[config.mk]
export PLATFORM = sky130hd
export DESIGN_NAME = dds_sine_gen
export DESIGN_NICKNAME = d
export VERILOG_FILES = /design/src/rtl/dds_sine_gen.sv
export SDC_FILE = /design/constraint.sdc
export NUM_CORES = 1
export LEC_CHECK = 0
export ABC_AREA = 1
export CORE_MARGIN = 4
export CORE_UTILIZATION = 46
export DETAILED_ROUTE_END_ITERATION = 12
export MAX_ROUTING_LAYER = met4
export PLACE_DENSITY = 0.75
export SLEW_MARGIN = 20
export SYNTH_ARGS = -nofsm -noshare
export SYNTH_HDL_FRONTEND = slang
export SYNTH_SLANG_ARGS = --single-unit
[constraint.sdc]
create_clock -name CLOCK_50 -period 1.5 [get_ports CLOCK_50]
set_input_delay 0.225 -clock CLOCK_50 [delete_from_list [all_inputs] [get_ports CLOCK_50]]
set_output_delay 0.225 -clock CLOCK_50 [all_outputs]
set_load 0.02 [all_outputs]
[src/rtl/dds_sine_gen.sv]
// Phase-accumulator sine sampler: tick-driven phase step, sine ROM read(s), optional linear interpolation.
// Optional feature macro: DDS_INTERP_EN (two ROM reads + interpolation by the 6-bit phase fraction).
module dds_sine_gen #(
  parameter int PHASE_W   = 20,
  parameter int INC_SHIFT = 4
) (
  input  logic       CLOCK_50,
  input  logic       rst,
  input  logic       tick,
  input  logic [9:0] freq_word,
  output logic [9:0] rom_addr,
  input  logic [9:0] rom_data,
  output logic [9:0] sample_out,
  output logic       sample_valid,
  output logic       overrun
);

`ifdef DDS_INTERP_EN
  typedef enum logic [2:0] {S_IDLE, S_ADDR0, S_CAP0, S_CAP1, S_CALC, S_OUT} state_t;
`else
  typedef enum logic [2:0] {S_IDLE, S_ADDR0, S_CAP0, S_OUT} state_t;
`endif

  state_t state, state_nxt;

  logic [PHASE_W-1:0] phase;
  logic [PHASE_W-1:0] inc;
  logic [9:0]         a_q;

  assign inc = PHASE_W'(freq_word) << INC_SHIFT;

`ifdef DDS_INTERP_EN
  logic [5:0]         f_q;
  logic [9:0]         d0;
  logic [9:0]         d1;
  logic signed [10:0] diff;
  logic signed [16:0] prod;
  logic [9:0]         interp_res;

  // Result always lies between d0 and d1, so modulo-1024 addition is exact.
  always_comb begin
    diff       = $signed({1'b0, d1}) - $signed({1'b0, d0});
    prod       = diff * $signed({1'b0, f_q});
    interp_res = d0 + 10'(prod >>> 6);
  end
`endif

  always_ff @(posedge CLOCK_50 or posedge rst) begin
    if (rst) state <= S_IDLE;
    else     state <= state_nxt;
  end

  always_comb begin
    state_nxt = state;
    case (state)
      S_IDLE:  if (tick) state_nxt = S_ADDR0;
      S_ADDR0: state_nxt = S_CAP0;
`ifdef DDS_INTERP_EN
      S_CAP0:  state_nxt = S_CAP1;
      S_CAP1:  state_nxt = S_CALC;
      S_CALC:  state_nxt = S_OUT;
`else
      S_CAP0:  state_nxt = S_OUT;
`endif
      S_OUT:   state_nxt = S_IDLE;
      default: state_nxt = S_IDLE;
    endcase
  end

  always_ff @(posedge CLOCK_50 or posedge rst) begin
    if (rst) begin
      phase        <= '0;
      a_q          <= '0;
      rom_addr     <= '0;
      sample_out   <= 10'd512;
      sample_valid <= 1'b0;
      overrun      <= 1'b0;
`ifdef DDS_INTERP_EN
      f_q          <= '0;
      d0           <= '0;
      d1           <= '0;
`endif
    end else begin
      sample_valid <= (state_nxt == S_OUT);
      // The accumulator never stalls; a busy FSM just drops the sample.
      if (tick) begin
        phase <= phase + inc;
        if (state != S_IDLE) overrun <= 1'b1;
      end
      case (state)
        S_IDLE: begin
          if (tick) begin
            a_q      <= phase[PHASE_W-1 -: 10];
            rom_addr <= phase[PHASE_W-1 -: 10];
`ifdef DDS_INTERP_EN
            f_q      <= phase[PHASE_W-11 -: 6];
`endif
          end
        end
`ifdef DDS_INTERP_EN
        S_ADDR0: rom_addr <= a_q + 10'd1;
        S_CAP0:  d0 <= rom_data;
        S_CAP1:  d1 <= rom_data;
        S_CALC:  sample_out <= interp_res;
`else
        S_CAP0:  sample_out <= rom_data;
`endif
        default: ;
      endcase
    end
  end

endmodule

==> results of run 1 <==
layout by cell type (no fill, tap or decap), drive strengths merged:
cell           count
nor2              17
nor4               2
and2               1
dlymetal6s2s      13
nand4              1
nand3b             2
xnor2              2
clkinv             2
dlygate4sd2        9
nand3             20
fa                 1
a21oi              5
a21o               2
clkbuf             6
conb               1
nor3               1
o21bai             1
dfrtp             40
ha                10
clkdlybuf4s50     22
o21ai             15
inv               30
a31oi              1
nand2            129
dfstp              1
buf               31
critical path, delay by kind of cell:
| family | cells | cell delay [ns] |
|---|---|---|
| adder cells (fa/ha/maj) | 1 | 0.35 |
| buffers and inverters | 2 | 0.65 |
| AND/OR/NAND/NOR | 7 | 0.60 |
layout make-up:
cell class	count	area, um2	area share
multi-input combinational	211	1360	0.401
sequential	41	1030	0.302
timing repair buffer	75	719	0.211
inverter	30	113	0.0331
tap	67	83.8	0.0246
clock buffer	6	82.6	0.0243
clock inverter	2	13.8	0.00404
where the power goes:
group          internal (mW)  total (mW)  switching [mW]
Sequential              1.56        1.88           0.325
Clock                  0.374       0.794           0.420
Combinational           1.73        3.79            2.06
flip-flops by register name, indices dropped and copies added, names as in the netlist:
name,count
state,3
phase,16
overrun,1
rom_addr,10
sample_out,10
sample_valid,1
routing by layer:
| metal | track usage | vias up | share of wire |
|---|---|---|---|
| li1 | - | 1054 | - |
| met1 | 0.268 | 1004 | 0.42 |
| met2 | 0.323 | 93 | 0.49 |
| met3 | 0.0394 | 21 | 0.057 |
| met4 | 0.0605 | 0 | 0.037 |
| met5 | - | - | 0 |
how the worst max path moves through the flow:
stage | startpoint | end | slack, ns | cells past startpoint
floorplan | phase[4] | phase[10] | -0.008 | 8
detailed placement | freq_word[5] | phase[18] | -0.50 | 8
finish | freq_word[7] | phase[12] | -0.12 | 10
CTS | phase[4] | phase[12] | -0.09 | 8
global route | phase[11] | phase[12] | -0.16 | 9
global placement | freq_word[5] | phase[14] | -0.46 | 8
cells by family after synthesis:
logic type | after synthesis
other cells | 1
compound gates | 24
flops | 41
simple gates | 173
xor+xnor | 2
buf+inv | 35
fa+ha+maj | 11
repair_timing:
action / in CTS / in global routing
resized for setup: 28 / 54
setup endpoints to repair: 19 / 26
hold buffers: 0 / 0
buffers inserted: 1 / 8
pin swaps: 5 / 18
==> flow_summary_export.csv, run 1 <==
group,metric,value,unit
synth,leading_post_synthesis_cells_by_cell_area,"sky130_fd_sc_hd__dfrtp_1 45%, sky130_fd_sc_hd__nand2_1 22%, sky130_fd_sc_hd__ha_1 5.6%, sky130_fd_sc_hd__inv_1 4.7%, sky130_fd_sc_hd__nand3_1 4.5%",
sta,holdWs,0.268,ns
detailed_routing,drt_iter0_drc,191,
synth,post-synth-top-count-cell,"sky130_fd_sc_hd__nand2_1",
synth,netlist.top_cell.by_area,"sky130_fd_sc_hd__dfrtp_1",
synth,post_synth_xor_area_fraction,0.00785,
layout,fraction_of_layout_cells_with_a_size_suffix_above_1,0.285,
clock_tree,worst_setup_hold_path_clk_slew,0.09,ns
floorplanning,initial_cell_density_of_the_core,0.473,
clock_tree,clock_latency_reported_for_the_late_side_of_the_worst_skew_pair,0.30,ns
worst_setup_path,cp_slowest_stage_delay,0.51,ns
synth,synth-warning-count,0,
layout,instances_no_fill,432,
clock_tree,cts_buffers,5,
sta,final.setup_skew,0.00695,ns
sta,layout_setup_ws,-0.119,ns
layout,syn_to_final_growth,52.5,%
synth,fraction_of_the_mapped_netlist_area_in_compound_gates,0.0695,
worst_setup_path,critPathCaptureType,"flip-flop",
synth,synth.top_cells.by_count,"128 x sky130_fd_sc_hd__nand2_1, 40 x sky130_fd_sc_hd__dfrtp_1, 28 x sky130_fd_sc_hd__inv_1",
synth,synthesis.area,2230,um2
global_routing,groute.usage.overall,0.205,
layout,antennaDiodeCount,0,
global_routing,grt_start_max_net_pins,42,
global_routing,first_global_vias,2055,
worst_setup_path,cp_max_fo,4,
worst_hold_path,hold_path_class,"in2async",
detailed_routing,route.final.wire_length,6220,um
pwr,power.total,6.47,mW
layout,fillers,337,
worst_setup_path,critical_path.cell_chain,"clkdlybuf4s50_1 > ha_4 > nand2_1 > buf_4 > nor2_1 > nand2_2 > nand2_1 > nand2_1 > nand3_1 > nand2_1",
global_routing,global_route_wire_length_before_repair,9630,um
synth,synthCells,287,
worst_setup_path,cp_slowest_cell,"sky130_fd_sc_hd__clkdlybuf4s50_1",
synth,synth_enable_flop_cells,0,
synth,synthSimpleGateAreaFrac,0.332,
global_routing,globalRouteOverflowTotal,0,
clock_tree,clock_sink_count,41,
run,maxCapViolations,0,
synth,synth_top_family_by_area,"simple AND/OR/NAND/NOR gates",
sta,min_period,1.62,ns
clock_tree,cts.htree.levels,2,
detailed_routing,via_count,2172,
worst_setup_path,rr_endpoint,"phase[12]",
worst_setup_path,path_class,"in2reg",
clock_tree,clock_tree.root_cell,"sky130_fd_sc_hd__clkbuf_8",
sta,min_period_over_period,1.08,
sta,unrepaired_setup_endpoints_after_global_routing,"yes",
worst_setup_path,r2r-start,"phase[11]",
floorplanning,core-area,4720,um2
pwr,peakVddDrop,0.909,mV
sta,timing_hold_violations_final,0,
worst_setup_path,worstRegToRegCells,9,
detailed_routing,vias_per_cell,5.03,
floorplanning,top_level_ports,45,
detailed_routing,detail_route.wl_per_cell,14.4,um
synth,yosys-mux-area-fraction,0,
synth,synth_sequential_area_ratio,0.460,
floorplanning,die_y,77.7,um
detailed_routing,detail-route-antenna-nets,0,
sta,fin_tns_setup,-0.668,ns
worst_setup_path,timing.critical_path.required,1.70,ns
synth,synth-async-reset-ratio,1.00,
sta,fmax,0.618,GHz
outcome,run_status,"finished with violations",
outcome,violated_checks,"negative setup slack",
global_routing,antenna_found_initial,0,
clock_tree,ctsLongestPathBuffers,2,
sta,setup_violations,9,
floorplanning,die_area,6030,um2
worst_setup_path,worstSetupStartpointType,"input port",
pwr,power_density,1900,nW/um2
synth,ys_ff_latch,41,
detailed_routing,drcViolationCount,0,
place,placed_area,2930,um2
layout,finalInstanceArea,3400,um2
layout,finalNetCount,398,
place,numPortBuffers,44,
synth,synth_adder_area_share,0.0650,
place,place_inst,415,
synth,syn_nets,321,
sta,timing_max_transition_violations_final,0,
pwr,pleak,1.83,nW
worst_setup_path,crit_arrival,1.82,ns
floorplanning,std_cell_rows,25,
clock_tree,tritoncts,"yes",
synth,synth.avg_cell_area,7.78,um2
place,place_worst_setup_slack,-0.504,ns
layout,postLayoutCoreUtil,0.721,
place,place.detailed.hpwl,3830,um
synth,synthDistinctLibCells,27,
floorplanning,die-width,77.7,um
synth,synth.top_cell.area_share,0.448,
worst_setup_path,rrSetupSlack,-0.09,ns
place,gpl.final_weighted_congestion,0.929,
synth,yosys_most_used_dff,"sky130_fd_sc_hd__dfrtp_1",
detailed_routing,firstDrtPassIters,4,
worst_setup_path,critPathMostFrequentCell,"sky130_fd_sc_hd__nand2_1",
(Power assumes the default switching activity.)
==> run 2, diff against run 1 <==
--- a/config.mk
+++ b/config.mk
@@ -10,7 +10,8 @@
 export CORE_UTILIZATION = 46
 export DETAILED_ROUTE_END_ITERATION = 12
 export MAX_ROUTING_LAYER = met4
-export PLACE_DENSITY = 0.75
+export PLACE_DENSITY = 0.82
+export RECOVER_POWER = 25
 export SLEW_MARGIN = 20
 export SYNTH_ARGS = -nofsm -noshare
 export SYNTH_HDL_FRONTEND = slang
==> flow_summary_export.csv, run 2 (synthesized netlist as in run 1, its figures left out) <==
group,metric,value,unit
worst_setup_path,critical_path.cell_chain,"clkdlybuf4s50_1 > ha_4 > a21o_1 > a21oi_1 > nand3_4 > nand3_1 > nand2_1",
floorplanning,top_level_ports,45,
floorplanning,core-area,4720,um2
outcome,run_status,"finished with violations",
layout,instances_no_fill,431,
worst_setup_path,worstSetupStartpointType,"input port",
layout,fillers,314,
layout,top_register,"phase",
clock_tree,clock_sink_count,41,
layout,antennaDiodeCount,0,
place,place.detailed.hpwl,3760,um
floorplanning,die_area,6030,um2
run,maxCapViolations,0,
detailed_routing,detail_route.wl_per_cell,15.5,um
global_routing,global_route_wire_length_before_repair,9290,um
floorplanning,std_cell_rows,25,
layout,syn_to_final_growth,54.1,%
sta,timing_max_transition_violations_final,0,
layout,fraction_of_layout_cells_with_a_size_suffix_above_1,0.294,
sta,unrepaired_setup_endpoints_after_global_routing,"yes",
detailed_routing,drt_iter0_drc,217,
detailed_routing,via_count,2234,
global_routing,global_route.usage.met2,0.330,
global_routing,groute.usage.overall,0.198,
detailed_routing,detail-route-antenna-nets,0,
worst_setup_path,timing.critical_path.max_delay_family,"buffers and inverters",
layout,most-common-layout-cells,"109 x sky130_fd_sc_hd__nand2_1, 39 x sky130_fd_sc_hd__dfrtp_1, 28 x sky130_fd_sc_hd__buf_4, 25 x sky130_fd_sc_hd__inv_1, 24 x sky130_fd_sc_hd__clkdlybuf4s50_1",
sta,setup_violations,8,
clock_tree,postCtsHoldBufs,0,
worst_setup_path,critPathCaptureType,"flip-flop",
sta,slew_headroom,0.328,
global_routing,antenna_found_initial,0,
sta,layout_setup_ws,-0.112,ns
worst_setup_path,timing.critical_path.required,1.69,ns
worst_setup_path,cp_slowest_cell,"sky130_fd_sc_hd__clkdlybuf4s50_1",
clock_tree,tritoncts,"yes",
worst_setup_path,cp_num_buf_inv,1,
clock_tree,ctsLongestPathBuffers,2,
sta,min_period_over_period,1.07,
sta,final.setup_skew,0.0100,ns
place,place_worst_setup_slack,-0.450,ns
detailed_routing,firstDrtPassIters,4,
worst_setup_path,cp_slowest_stage_delay,0.56,ns
layout,sequential_cell_area,1030,um2
pwr,power.total,6.73,mW
layout,finalNetCount,397,
sta,worst_slew_pin_slew,1.01,ns
global_routing,grt_util_met3,0.0394,
pwr,peakVddDrop,0.893,mV
floorplanning,die-width,77.7,um
clock_tree,cts.htree.levels,2,
detailed_routing,route.final.wire_length,6670,um
global_routing,first_global_vias,2064,
worst_setup_path,crit_arrival,1.80,ns
sta,fin_tns_setup,-0.590,ns
layout,postLayoutCoreUtil,0.728,
place,place_inst,415,
layout,multiInputGateArea,1410,um2
clock_tree,worst_setup_hold_path_clk_slew,0.08,ns
worst_setup_path,cp_max_fo,6,
worst_setup_path,path_class,"in2reg",
outcome,violated_checks,"negative setup slack",
pwr,power_density,1960,nW/um2
clock_tree,cts_buffers,5,
global_routing,grt_use_met1,0.239,
place,gpl.final_weighted_congestion,0.875,
clock_tree,clock_tree.root_cell,"sky130_fd_sc_hd__clkbuf_8",
detailed_routing,vias_per_cell,5.18,
sta,timing_hold_violations_final,0,
worst_hold_path,hold_path_class,"in2reg",
clock_tree,clock_latency_reported_for_the_late_side_of_the_worst_skew_pair,0.30,ns
floorplanning,die_y,77.7,um
global_routing,globalRouteOverflowTotal,0,
layout,top_regs,"phase x16, rom_addr x10, sample_out x10",
place,numPortBuffers,44,
layout,mostFrequentLayoutCell,"sky130_fd_sc_hd__nand2_1",
pwr,pleak,1.85,nW
global_routing,grt_start_max_net_pins,42,
detailed_routing,drcViolationCount,0,
sta,fmax,0.620,GHz
sta,min_period,1.61,ns
floorplanning,initial_cell_density_of_the_core,0.473,
layout,largest_register_ffs,16,
global_routing,grt-busiest-layer,"met2",
## run 2: cell count changes in the layout (fill, tap and decap cells not counted), moves of 3 or more
| cell | previous run | this run |
|---|---|---|
| sky130_fd_sc_hd__nand2_2 | 16 | 13 |
| sky130_fd_sc_hd__nand2_4 | 3 | 7 |
| sky130_fd_sc_hd__nand3_1 | 8 | 12 |
| sky130_fd_sc_hd__nand3_2 | 10 | 5 |
| sky130_fd_sc_hd__nor2_1 | 11 | 8 |
## run 2: worst paths after layout
path                               from             to  slack [ns]  cells after the start
max                        freq_word[7]      phase[16]       -0.11                      7
min reg2reg                    state[2]       state[1]        0.46                      1
max reg2reg                    phase[9]      phase[16]       -0.11                     10
min                         rom_data[9]  sample_out[9]        0.43                      3
min in group asynchronous           rst    rom_addr[7]        0.53                      3
max in group asynchronous           rst       phase[5]        0.27                      3
## run 2: worst reg2reg max path: stages (launching register included)
cell and delay [ns]:
sky130_fd_sc_hd__dfrtp_1 0.42, sky130_fd_sc_hd__ha_4 0.32, sky130_fd_sc_hd__nand2_1 0.11, sky130_fd_sc_hd__inv_1 0.12, sky130_fd_sc_hd__nand2_1 0.06, sky130_fd_sc_hd__nand2_1 0.06, sky130_fd_sc_hd__nand2_1 0.08, sky130_fd_sc_hd__nand3_4 0.13
sky130_fd_sc_hd__nand2_1 0.06, sky130_fd_sc_hd__nand2_1 0.07, sky130_fd_sc_hd__nand2_1 0.07
## run 2: cell type report
cell class | count | share of cell area
clock buffer | 6 | 0.0211
clock inverter | 2 | 0.0102
inverter | 30 | 0.0327
multi-input combinational | 211 | 0.409
sequential | 41 | 0.299
tap | 67 | 0.0244
timing repair buffer | 74 | 0.203
## run 2: through the flow
| stage | area (um2) | hold WS [ns] |
|---|---|---|
| after floorplan | 2240 | 0.315 |
| after global placement | 2930 | 0.445 |
| after detailed placement | 2930 | 0.449 |
| after CTS | 3190 | 0.279 |
| after global routing | 3440 | 0.420 |
| final | 3440 | 0.428 |
## run 2: where the power goes
part | internal (mW) | switching, mW
registers | 1.56 | 0.329
logic | 1.77 | 2.19
clock network | 0.494 | 0.380
total | 3.82 | 2.90
## run 2: repair_timing
action                                  in CTS  in global routing
gates resized for setup                     25                 68
endpoints found under the setup margin      17                 26
pin swaps                                    2                 25
setup buffers                                3                  5
## run 2: metal layers
metal	routed length (um)	up-vias
li1	-	1051
met4	390	0
met2	3330	106
met5	0	-
met3	378	38
met1	2570	1039
==> RTL edit: new RTL, settings of run 2 <==
The 4 states of `state_t` get a one-hot encoding in 4 bits.
--- a/src/rtl/dds_sine_gen.sv
+++ b/src/rtl/dds_sine_gen.sv
@@ -18,7 +18,7 @@
 `ifdef DDS_INTERP_EN
   typedef enum logic [2:0] {S_IDLE, S_ADDR0, S_CAP0, S_CAP1, S_CALC, S_OUT} state_t;
 `else
-  typedef enum logic [2:0] {S_IDLE, S_ADDR0, S_CAP0, S_OUT} state_t;
+  typedef enum logic [3:0] {S_IDLE = 4'b0001, S_ADDR0 = 4'b0010, S_CAP0 = 4'b0100, S_OUT = 4'b1000} state_t;
 `endif
 
   state_t state, state_nxt;
Check against the original RTL: same outputs for any inputs over 10 cycles, from zero or initial values and one cycle with rst high; not proved beyond that.
==> RTL edit against run 2 <==
- the run still ends with setup timing left
- clock power up 5.3%
- synthesized area up 1.1%
- critical path type is now reg2reg
- hold slack better by 5.6 ps
- design area up 0.11%
- sequential cell count up 1
- setup slack worse by 6.5 ps
- core utilization up 0.079 points
- critical path depth unchanged
- routed wire length down 11%
- total power up 0.49%
- largest power group unchanged
==> RTL edit: results (changes against run 2) <==
stage	metric	value	unit	change
run_status	status	finished, violations left		unchanged
run_status	violations	setup timing		unchanged
global_routing	grt_pass1_vias	2084		was 2064
min_path	hold_depth	3		unchanged
global_routing	grt_first_pass_wirelength	9246	µm	was 9294 µm
timing	fin_ws	-118.7	ps	was -112.2 ps
route	first_iter_violations	155		was 217
synth	yosysSeqAreaShare	46.67	%	was 46.02%
synth	ys_types	28		was 27
synth	ys_warn_count	0		unchanged
setup_path	cp_max_fo	3		was 6
clock_network	cts_made_buffers	5		unchanged
finish	drive_above_1_share	27.79	%	was 29.40%
route	drt-total-wl	5954	µm	was 6669 µm
synth	yosysTopAreaCellShare	44.35	%	was 44.84%
placement	place_area	2990	µm²	was 2928 µm²
placement	dp_hpwl	3938	µm	was 3760 µm
route	vias	2153		was 2234
clock_network	clk_latency	300	ps	about the same
setup_path	slowest_stage	dfrtp_1		was clkdlybuf4s50_1
clock_network	cts_buffer_depth	2		unchanged
finish	antenna_cells	0		unchanged
route	drt_first_pass_iters	4		unchanged
clock_network	cts_root_buffer	clkbuf_8		unchanged
clock_network	hold_buffers	0		unchanged
finish	reg_top3	phase: 16 flops, rom_addr: 10 flops, sample_out: 10 flops		unchanged
power_and_ir_drop	peakVddDrop	0.8988	mV	was 0.8928 mV
setup_path	r2r_cells	7		was 10
synth	synthTopCellsByArea	dfrtp_1, nand2_1, ha_1		unchanged
placement	port_buffers	44		unchanged
placement	gp_congestion	0.8996		was 0.8752
clock_network	htreeDepth	2		unchanged
finish	nets	400		was 397
clock_network	clk_pin_slew_worst_paths	80	ps	about the same
timing	worstMarginPinSlew	1013	ps	was 1008 ps
setup_path	arrival	1840	ps	was 1800 ps
timing	setup_tns	-666.7	ps	was -590.5 ps
timing	setup_viol	10		was 8
synth	synthTopCellsByCount	nand2_1, dfrtp_1, inv_1, nand3_1, nor2_1		unchanged
setup_path	slowest_delay	400	ps	was 560 ps
global_routing	grt_max_degree	43		was 42
synth	synthArstFlopShare	100.0	%	unchanged
global_routing	antenna_found_initial	0		unchanged
synth	synth_fp_nets	323		was 321
synth	ys.flop_type	dfrtp_1		unchanged
power_and_ir_drop	leakagePower	1.864	nW	was 1.850 nW
timing	fin_skew	7.095	ps	was 10.01 ps
global_routing	track_usage	19.23	%	was 19.78%
min_path	min_path_type	in2reg		unchanged
## RTL edit: cell types whose count changed in the layout (fill, tap and decap cells not counted), moves of 2 or more
cell,delta
nand3_2,+4
inv_1,+2
nand2_1,+4
nor2_1,+3
dlygate4sd2_1,-4
nor4_4,-2
nand2_2,-2
nor4_2,+2
clkdlybuf4s50_1,-2
nor2_2,-2
dlymetal6s2s_1,+5
nand3_1,-2
nand2_4,-4
## RTL edit: layout make-up
type | instances | area [µm²]
multi-input combinational | 211 | 1348
tap | 67 | 83.83
sequential | 42 | 1055
inverter | 31 | 116.4
fill | 331 | 1280
timing repair buffer | 75 | 724.4
clock inverter | 1 | 30.03
clock buffer | 7 | 86.33
## RTL edit: cell families after synthesis
group	share of synthesized area (%)
adder cells (fa/ha/maj)	6.430
XOR/XNOR	0.7762
AO/OA/AOI/OAI	6.652
flip-flops	46.67
buffers and inverters	6.430
AND/OR/NAND/NOR	33.04
## RTL edit: repair_timing
item / in CTS / in global routing
pin swaps: 2 / 13
endpoints found under the setup margin: 12 / 31
resized for setup: 11 / 62
setup buffers: 1 / 3
## RTL edit: critical path: cells and delay by family, from the launching register on
kind	cells	cell delay [ps]
buffers and inverters	1	160
DFF	1	400
adders and majority gates	2	540
AOI/OAI and AO/OA	1	120
and+or+nand+nor	2	220
xor gates and xnor gates	1	120
## RTL edit: power breakdown
group          internal (mW)  switching, mW
Combinational           1.81           2.11
Clock                  0.543          0.377
Sequential              1.60          0.322
Total                   3.95           2.81
## RTL edit: layer usage
layer	wire, µm	track usage [%]	vias up
met5	0	-	-
met4	99	6.294	0
met3	231	3.326	13
met2	3219	33.65	47
met1	2403	22.52	1033
li1	-	-	1060
## RTL edit: path summary, 6_finish.rpt
kind / start / end / slack, ps
min in group asynchronous: rst / phase[4]$_DFFE_PP0P_ / 680
max in group asynchronous: rst / phase[5]$_DFFE_PP0P_ / 150
worst max-delay path: phase[4]$_DFFE_PP0P_ / phase[8]$_DFFE_PP0P_ / -120
worst min-delay path: rom_data[9] / sample_out[9]$_DFFE_PP1N_ / 430
worst max register to register: phase[4]$_DFFE_PP0P_ / phase[8]$_DFFE_PP0P_ / -120
worst min register to register: sample_out[9]$_DFFE_PP1N_ / sample_out[9]$_DFFE_PP1N_ / 470
## RTL edit: per-stage QoR
stage	power [mW]	utilization [%]	hold slack (ps)	instances	setup WS, ps
global route	7.241	72.90	446.7	434	-233.3
floorplan	3.773	-	315.0	289	6.047
CTS	6.173	66.89	283.7	431	-99.84
detailed placement	5.138	63.31	456.3	422	-396.8
finish	6.760	72.90	434.0	434	-118.7
global placement	5.033	63.31	453.4	422	-376.2
